===== src/rtl/unidade_controle.sv =====
// Multi-cycle control FSM sequencing the RV64 datapath (PC, IR, register file, ULA, data memory).
// Optional: define UNIDADE_CONTROLE_TRAP_EN to trap illegal instructions into HALT instead of skipping them.
module unidade_controle #(
  parameter int XLEN                 = 64,
  parameter bit BRANCH_NE_EN_DEFAULT = 1'b1
) (
  input  logic            clk,
  input  logic            rst_n,
  input  logic [6:0]      opcode,
  input  logic [2:0]      funct3,
  input  logic [6:0]      funct7,
  input  logic            zero,
  output logic            ir_we,
  output logic            pc_we,
  output logic [1:0]      pc_sel,
  output logic            we_reg,
  output logic            we_mem,
  output logic            alu_sub,
  output logic            alu_imm,
  output logic [2:0]      imm_sel,
  output logic [1:0]      wb_sel,
  output logic [2:0]      estado,
  output logic            illegal,
  output logic [XLEN-1:0] instret
);

  typedef enum logic [2:0] {
    S_IDLE   = 3'd0,
    S_FETCH  = 3'd1,
    S_DECODE = 3'd2,
    S_EXEC   = 3'd3,
    S_MEM    = 3'd4,
    S_WB     = 3'd5,
    S_HALT   = 3'd6
  } state_t;

  localparam logic [6:0] OP_LW    = 7'h03;
  localparam logic [6:0] OP_SW    = 7'h23;
  localparam logic [6:0] OP_RR    = 7'h33;
  localparam logic [6:0] OP_ADDI  = 7'h13;
  localparam logic [6:0] OP_JALR  = 7'h67;
  localparam logic [6:0] OP_JAL   = 7'h6F;
  localparam logic [6:0] OP_AUIPC = 7'h17;
  localparam logic [6:0] OP_BR    = 7'h63;

  state_t          state_q, state_d;
  logic [XLEN-1:0] instret_q;

  logic is_lw, is_sw, is_rr, is_addi, is_jalr, is_jal, is_auipc, is_br;
  logic legal, taken, alu_sub_dec, alu_imm_dec, ill_now;
  logic [2:0] imm_dec;

  always_comb begin
    is_lw    = (opcode == OP_LW);
    is_sw    = (opcode == OP_SW);
    is_rr    = (opcode == OP_RR);
    is_addi  = (opcode == OP_ADDI);
    is_jalr  = (opcode == OP_JALR);
    is_jal   = (opcode == OP_JAL);
    is_auipc = (opcode == OP_AUIPC);
    is_br    = (opcode == OP_BR);

    legal = (is_rr && funct3 == 3'b000 && (funct7 == 7'b0000000 || funct7 == 7'b0100000))
         || (is_lw   && funct3 == 3'b010)
         || (is_sw   && funct3 == 3'b010)
         || (is_addi && funct3 == 3'b000)
         || (is_jalr && funct3 == 3'b000)
         || is_jal || is_auipc
         || (is_br && (funct3 == 3'b000 || (BRANCH_NE_EN_DEFAULT && funct3 == 3'b001)));

    // Only beq/bne ever reach EXEC, so funct3 bit 0 alone picks the polarity.
    taken = funct3[0] ? ~zero : zero;

    alu_sub_dec = is_br | (is_rr & funct7[5]);
    alu_imm_dec = is_lw | is_sw | is_addi | is_jalr;

    imm_dec = 3'd0;
    if (is_sw)         imm_dec = 3'd1;
    else if (is_br)    imm_dec = 3'd2;
    else if (is_jal)   imm_dec = 3'd3;
    else if (is_auipc) imm_dec = 3'd4;
  end

  always_ff @(posedge clk or negedge rst_n) begin
    if (!rst_n) begin
      state_q   <= S_IDLE;
      instret_q <= '0;
    end else begin
      state_q <= state_d;
      if (pc_we) instret_q <= instret_q + {{(XLEN-1){1'b0}}, 1'b1};
    end
  end

  always_comb begin
    state_d = state_q;
    ir_we   = 1'b0;
    pc_we   = 1'b0;
    pc_sel  = 2'd0;
    we_reg  = 1'b0;
    we_mem  = 1'b0;
    alu_sub = 1'b0;
    alu_imm = 1'b0;
    imm_sel = 3'd0;
    wb_sel  = 2'd0;
    ill_now = 1'b0;

    // ALU controls stay applied through MEM/WB so the address / jalr target remains stable.
    if (state_q == S_EXEC || state_q == S_MEM || state_q == S_WB) begin
      alu_sub = alu_sub_dec;
      alu_imm = alu_imm_dec;
    end
    if (state_q == S_DECODE || state_q == S_EXEC || state_q == S_MEM || state_q == S_WB)
      imm_sel = imm_dec;

    case (state_q)
      S_IDLE:  state_d = S_FETCH;
      S_FETCH: begin
        ir_we   = 1'b1;
        state_d = S_DECODE;
      end
      S_DECODE: begin
        if (!legal) begin
          ill_now = 1'b1;
`ifdef UNIDADE_CONTROLE_TRAP_EN
          state_d = S_HALT;
`else
          pc_we   = 1'b1;
          state_d = S_FETCH;
`endif
        end else if (is_jal) begin
          state_d = S_WB;
        end else begin
          state_d = S_EXEC;
        end
      end
      S_EXEC: begin
        if (is_lw || is_sw) begin
          state_d = S_MEM;
        end else if (is_br) begin
          pc_we   = 1'b1;
          pc_sel  = taken ? 2'd1 : 2'd0;
          state_d = S_FETCH;
        end else begin
          state_d = S_WB;
        end
      end
      S_MEM: begin
        if (is_sw) begin
          we_mem  = 1'b1;
          pc_we   = 1'b1;
          state_d = S_FETCH;
        end else begin
          state_d = S_WB;
        end
      end
      S_WB: begin
        we_reg  = 1'b1;
        pc_we   = 1'b1;
        state_d = S_FETCH;
        if (is_lw) begin
          wb_sel = 2'd1;
        end else if (is_jal) begin
          wb_sel = 2'd2;
          pc_sel = 2'd1;
        end else if (is_jalr) begin
          wb_sel = 2'd2;
          pc_sel = 2'd2;
        end else if (is_auipc) begin
          wb_sel = 2'd3;
        end
      end
      S_HALT:  state_d = S_HALT;
      default: state_d = S_IDLE;
    endcase
  end

`ifdef UNIDADE_CONTROLE_TRAP_EN
  logic illegal_q;

  always_ff @(posedge clk or negedge rst_n) begin
    if (!rst_n) illegal_q <= 1'b0;
    else if (ill_now) illegal_q <= 1'b1;
  end

  assign illegal = illegal_q;
`else
  assign illegal = ill_now;
`endif

  assign estado  = state_q;
  assign instret = instret_q;

endmodule


===== config.mk =====
export PLATFORM = sky130hd
export DESIGN_NAME = unidade_controle
export DESIGN_NICKNAME = d
export VERILOG_FILES = /design/src/rtl/unidade_controle.sv
export SDC_FILE = /design/constraint.sdc
export NUM_CORES = 1
export LEC_CHECK = 0
export ABC_AREA = 1
export CORE_MARGIN = 3
export CORE_UTILIZATION = 40
export CTS_CLUSTER_DIAMETER = 120
export DETAILED_ROUTE_END_ITERATION = 8
export PLACE_DENSITY = 0.67
export SYNTH_ARGS = -nofsm -noshare
export SYNTH_HDL_FRONTEND = slang
export SYNTH_SLANG_ARGS = --single-unit

===== constraint.sdc =====
create_clock -name clk -period 1.7 [get_ports clk]
set_clock_uncertainty 0.2 [all_clocks]
set_input_delay 0.17 -clock clk [delete_from_list [all_inputs] [get_ports clk]]
set_output_delay 0.17 -clock clk [all_outputs]
set_load 0.05 [all_outputs]

Yosys cells after proc, flatten, opt, wreduce, memory -nomap -nowiden
Cells that the tools add are included.

cells by class
  bitwise gates (word level) = 6
  eq/ne operators = 17
  mux-type cells = 35
  reduce and logical (&&, ||, !) cells = 26
  $add $sub $neg = 1

operators by type and width
  operator                                        count
  adder 64 x 1 -> 64 bit (second input constant)  1
  two-way mux 3 bit                               10
  == test 7 x 6 -> 1 bit (second input constant)  3
  == test 7 bit (second input constant)           3
  one-hot mux 3 bit (6 select lines)              1
  two-way mux 2 bit                               8
  logical OR 1 bit                                15
  == test 7 x 5 -> 1 bit (second input constant)  2
  two-way mux 1 bit                               14
  == test 3 x 2 -> 1 bit (second input constant)  3
  == test 3 bit (second input constant)           3
  == test 7 x 2 -> 1 bit (second input constant)  1
  logical AND 1 bit                               7
  logical NOT 7 bit                               1
  == test 3 x 1 -> 1 bit (second input constant)  2
  logical NOT 3 bit                               2
  OR 1 bit                                        4
  one-hot mux 1 bit (4 select lines)              1
  one-hot mux 2 bit (2 select lines)              1
  OR reduction 2 bit                              1
  bitwise AND 1 bit                               1
  NOT 1 bit                                       1

word-level totals
  input port bits = 20
  register bits = 67
  logic and storage cells = 87
  output and inout bits = 81

Longest topological paths before layout
  depth after elaboration = 12
  gate-level depth with buffers = 14
  mapped depth without buffers = 12

Least setup slack after synthesis
OpenSTA, ideal clock, no wires.

  kind = reg2out
  from = register state_q[2] (netlist: estado[2])
  to = output port pc_sel[0]
  required time = 1330 ps
  path slack = -1581 ps
  buffers on the path = 0
  arrival time = 2911 ps
  cell stages (with the launch flop) = 5
  cells stage by stage = dfrtp_1 > inv_2 > nor3_2 > nand2_1 > o21ai_0

between the ends
  cells in the longest elaborated chain, start to end = 2
  elaborated cells on any way between the ends = 3
  those cells by class = 2 x eq/ne; 1 x mux

RTL lines
  element                                                  RTL line  text
  start: declaration                                       46        state_t state_q, state_d;
  start signal: assignment                                 89        state_q <= state_d;
  == test 3 bit or == test 3 x 2 -> 1 bit (tied branches)  115       case (state_q)
  one-hot mux 2 bit (2 select lines) *                     115
  end: declaration                                         15        output logic [1:0] pc_sel,

Every way passes the cells marked *; elsewhere a longest branch is shown, timed or not.

Worst setup path after layout
  from = input port funct3[0]
  to = output port illegal

between the ends
  cells in the longest elaborated chain, start to end = 12
  elaborated cells on any way between the ends = 20
  those cells by class = 2 x eq/ne; 2 x mux; 16 x reduce/logical

RTL lines
  element                          RTL line  text
  start: declaration               10        input logic [2:0] funct3,
  logical NOT 3 bit                -
  logical AND 1 bit (2 in series)  63        legal = (is_rr && funct3 == 3'b000 && (funct7 == 7'b0000000 || funct7 == 7'b0100000))
  logical OR 1 bit                 64        || (is_lw && funct3 == 3'b010)
  logical OR 1 bit                 65        || (is_sw && funct3 == 3'b010)
  logical OR 1 bit                 66        || (is_addi && funct3 == 3'b000)
  logical OR 1 bit                 67        || (is_jalr && funct3 == 3'b000)
  logical OR 1 bit (2 in series)   68        || is_jal || is_auipc
  logical OR 1 bit *               69        || (is_br && (funct3 == 3'b000 || (BRANCH_NE_EN_DEFAULT && funct3 == 3'b001)));
  two-way mux 1 bit *              122       if (!legal) begin
  two-way mux 1 bit *              115
  end: declaration                 23        output logic illegal,

Marks and branches as above.

==> summary.md <==
| Metric | Value |
|---|---|
| DRT Pass-1 Iters | `6` |
| Wirelength, routed | `around 26000 µm` |
| Via count | `between 7k and 8k` |
| DIE HEIGHT | `roughly 120 µm` |
| Largest net degree at the start of global routing | `49` |
| Max Cap Viol | `0` |
| Final Instance Area | `a little under 10000 µm²` |
| Vias in the first global route | `slightly below 7k` |
| TritonCTS clock tree | `built` |
| Post-route ant nets | `0` |
| DR WL/cell | `between 20 and 25 µm` |
| Total grt overflow | `0` |
| P_leak | `roughly 0.0045 µW` |
| Iteration-0 DRC count of the detailed router | `814` |
| Ys Warns | `0` |
| Worst-Margin Slew | `between 0.3 and 0.4 ns` |
| Reg-to-Reg Start | `instret[7]` |
| Hold WC Path Type | `in2async` |
| Initial Util | `0.415` |
| Hold Vio Cnt, Final | `0` |
| Req. time, crit path | `about 1.3 ns` |
| Post-layout net count | `1116` |
| Site Rows | `40` |
| Critical Path Source | `funct3[0]` |
| Vias per cell | `5.71` |
| R2R depth | `10` |
| Fmax | `468 MHz` |
| Synth Cell Area | `5070 µm²` |
| IO Port Bufs | `100` |
| Setup violators final | `80` |
| Failing checks | `setup timing` |
| # DRC | `0` |
| Avg Inst Size Synth | `6.32 µm²` |
| Final slew viol count | `0` |
| Setup WS post-layout | `-0.439 ns` |
| Seq cells post-synth | `67` |
| # IOs | `approximately 100` |
| Kind of critical path | `in2out` |
| Power density over the cells | `around 930 nW/µm²` |
| Total global-route track usage | `0.312` |
| Nature of the critical path startpoint | `primary input` |
| Status | `finished, violations left` |
| Area grow syn2layout | `96.2%` |
| CP arrival | `1.77 ns` |
| DIE AREA | `~14000 µm²` |
| Initial antenna violation count | `0` |
| Slew margin rel. | `0.739` |
| H-tree depth | `3` |
| Max Fanout on Critical Path | `3` |
| # diodes | `0` |
| Mapped Cells | `about 800` |
| Tcrit/Tclk final | `1.26` |
| Worst-Skew Late Latency | `between 0.3 and 0.4 ns` |
| Share of cells above drive strength 1 | `0.433` |
| Routability Congestion | `0.972` |
| Worst Setup End Kind | `output port` |
| Die X | `119 µm` |
| Yosys cell types | `33` |
| Reg-to-reg setup timing slack | `-0.40 ns` |
| Finished Core Util | `0.814` |
| VDD IR-drop max | `1100 µV` |
| Minimum clock period | `roughly 2.1 ns` |
| Clock tree buffer depth | `2` |
| First-pass GRT wire length | `34800 µm` |
| DP Area | `8380 µm²` |
| Cts bufs inserted | `9` |
| RSZ-0062 raised after global routing | `yes` |
| Syn_nets | `roughly 820` |
| Clock sink count | `67` |
| Crit Reg-Reg Endpoint | `instret[19]` |
| Minimum hold slack | `between 0.08 and 0.09 ns` |
| Reg clk slew, reported paths | `0.06 ns` |
| Register area share after synthesis | `0.331` |
| Placeable Area | `between 10000 and 15000 µm²` |
| HPWL after DPL | `about 14000 µm` |
| Clk root buf | `clkbuf_16` |
placed cells by master (no fill, tap or decap), types with 14 or more instances in the layout:
| master | n |
|---|---|
| buf_12 | 91 |
| buf_4 | 157 |
| buf_6 | 21 |
| clkbuf_16 | 17 |
| dfrtp_1 | 61 |
| inv_1 | 42 |
| nand2_1 | 291 |
| nand2_2 | 39 |
| nand3_1 | 40 |
| nand3_2 | 47 |
| nand3b_1 | 14 |
| nor2_1 | 90 |
| nor2_2 | 30 |
| nor2_4 | 17 |
| xnor2_1 | 36 |
metal layers:
metal	wire length, µm	GRT usage	vias up
met3	2610	0.0426	192
li1	-	-	3107
met2	11900	0.527	572
met4	2160	0.170	0
met1	9140	0.383	3360
met5	0	0	-
critical path: stages:
cell,delay [ns]
clkdlybuf4s50_1,0.48
nor2_1,0.18
nand2_1,0.13
nor2_1,0.14
nand2_1,0.06
nand2_1,0.08
inv_2,0.06
nand3_4,0.11
buf_6,0.12
clkinvlp_4,0.09
buf_12,0.15
what timing repair did:
item | in CTS | in global routing
endpoints found under the setup margin | 78 | 78
gates resized for setup | 110 | 71
hold buffers | 1 | 0
pin swaps | 32 | 33
hold endpoints to repair | 67 | 0
cloned | 7 | 10
setup buffers | 25 | 23
report_power, final:
part | total (µW) | switching (µW) | internal (µW)
Combinational | 5360 | 2790 | 2570
Clock | 1960 | 756 | 1210
Sequential | 1880 | 178 | 1700
cell usage after synthesis:
library cell  instances  area [µm²]
nand2_1             327        1230
nor2_1              131         492
nand3_1              90         450
dfrtp_1              67        1680
inv_1                52         195
xnor2_1              36         315
nand3b_1             14         105
xor2_1               12         105
buf_2                 8        40.0
nand4_1               8        50.1
buf_4                 7        52.6
inv_2                 6        22.5
nand2_2               6        37.5
buf_6                 5        56.3
a21oi_1               4        20.0
nor2_2                4        25.0
and2_1                3        18.8
nor3_1                3        15.0
nor2_4                2        22.5
nor3_2                2        20.0
o21ai_0               2        10.0
a21boi_0              1        7.51
a21oi_2               1        8.76
a311oi_1              1        8.76
a31oi_1               1        6.26
a41oi_1               1        8.76
buf_8                 1        15.0
ha_1                  1        12.5
nand2_4               1        11.3
nand3_2               1        10.0
nor2b_1               1        6.26
o2111ai_1             1        8.76
o21ai_1               1        5.00
stage by stage:
step | cells | power, µW | worst slack [ns] | TNS [ns]
after floorplan | 801 | 3650 | -0.499 | -26.57
after global placement | 1196 | 4840 | -0.545 | -35.65
after detailed placement | 1196 | 4880 | -0.569 | -38.24
after CTS | 1241 | 7900 | -0.316 | -12.48
after global routing | 1267 | 9370 | -0.524 | -31.67
final | 1267 | 9200 | -0.439 | -25.58
how the worst max path moves through the flow:
stage                     slack [ns]     endpoint
after global routing           -0.52      illegal
after global placement         -0.55        pc_we
final                          -0.44      illegal
after CTS                      -0.32    wb_sel[1]
after floorplan                -0.50    wb_sel[1]
after detailed placement       -0.57  instret[35]
cell type report:
class                   count  area, µm²
well taps                 168        210
clock inverters             2       35.0
fillers                   740       2270
repair buffers            304       3810
multi-input cells         655       3710
clock buffers              13        260
flip-flops and latches     67       1680
inverters                  58        231
sequential cells by signal, indices dropped and copies added, names as in the netlist:
register / flops
estado: 3
instret: 64
kinds of logic after synthesis:
group,after synthesis,synth area share
simple gates,593,0.492
buf+inv,79,0.0753
flops,67,0.331
xor+xnor,48,0.0830
compound gates,13,0.0165
fa+ha+maj,1,0.00247
No activity file was read; power rests on OpenSTA's default activity.
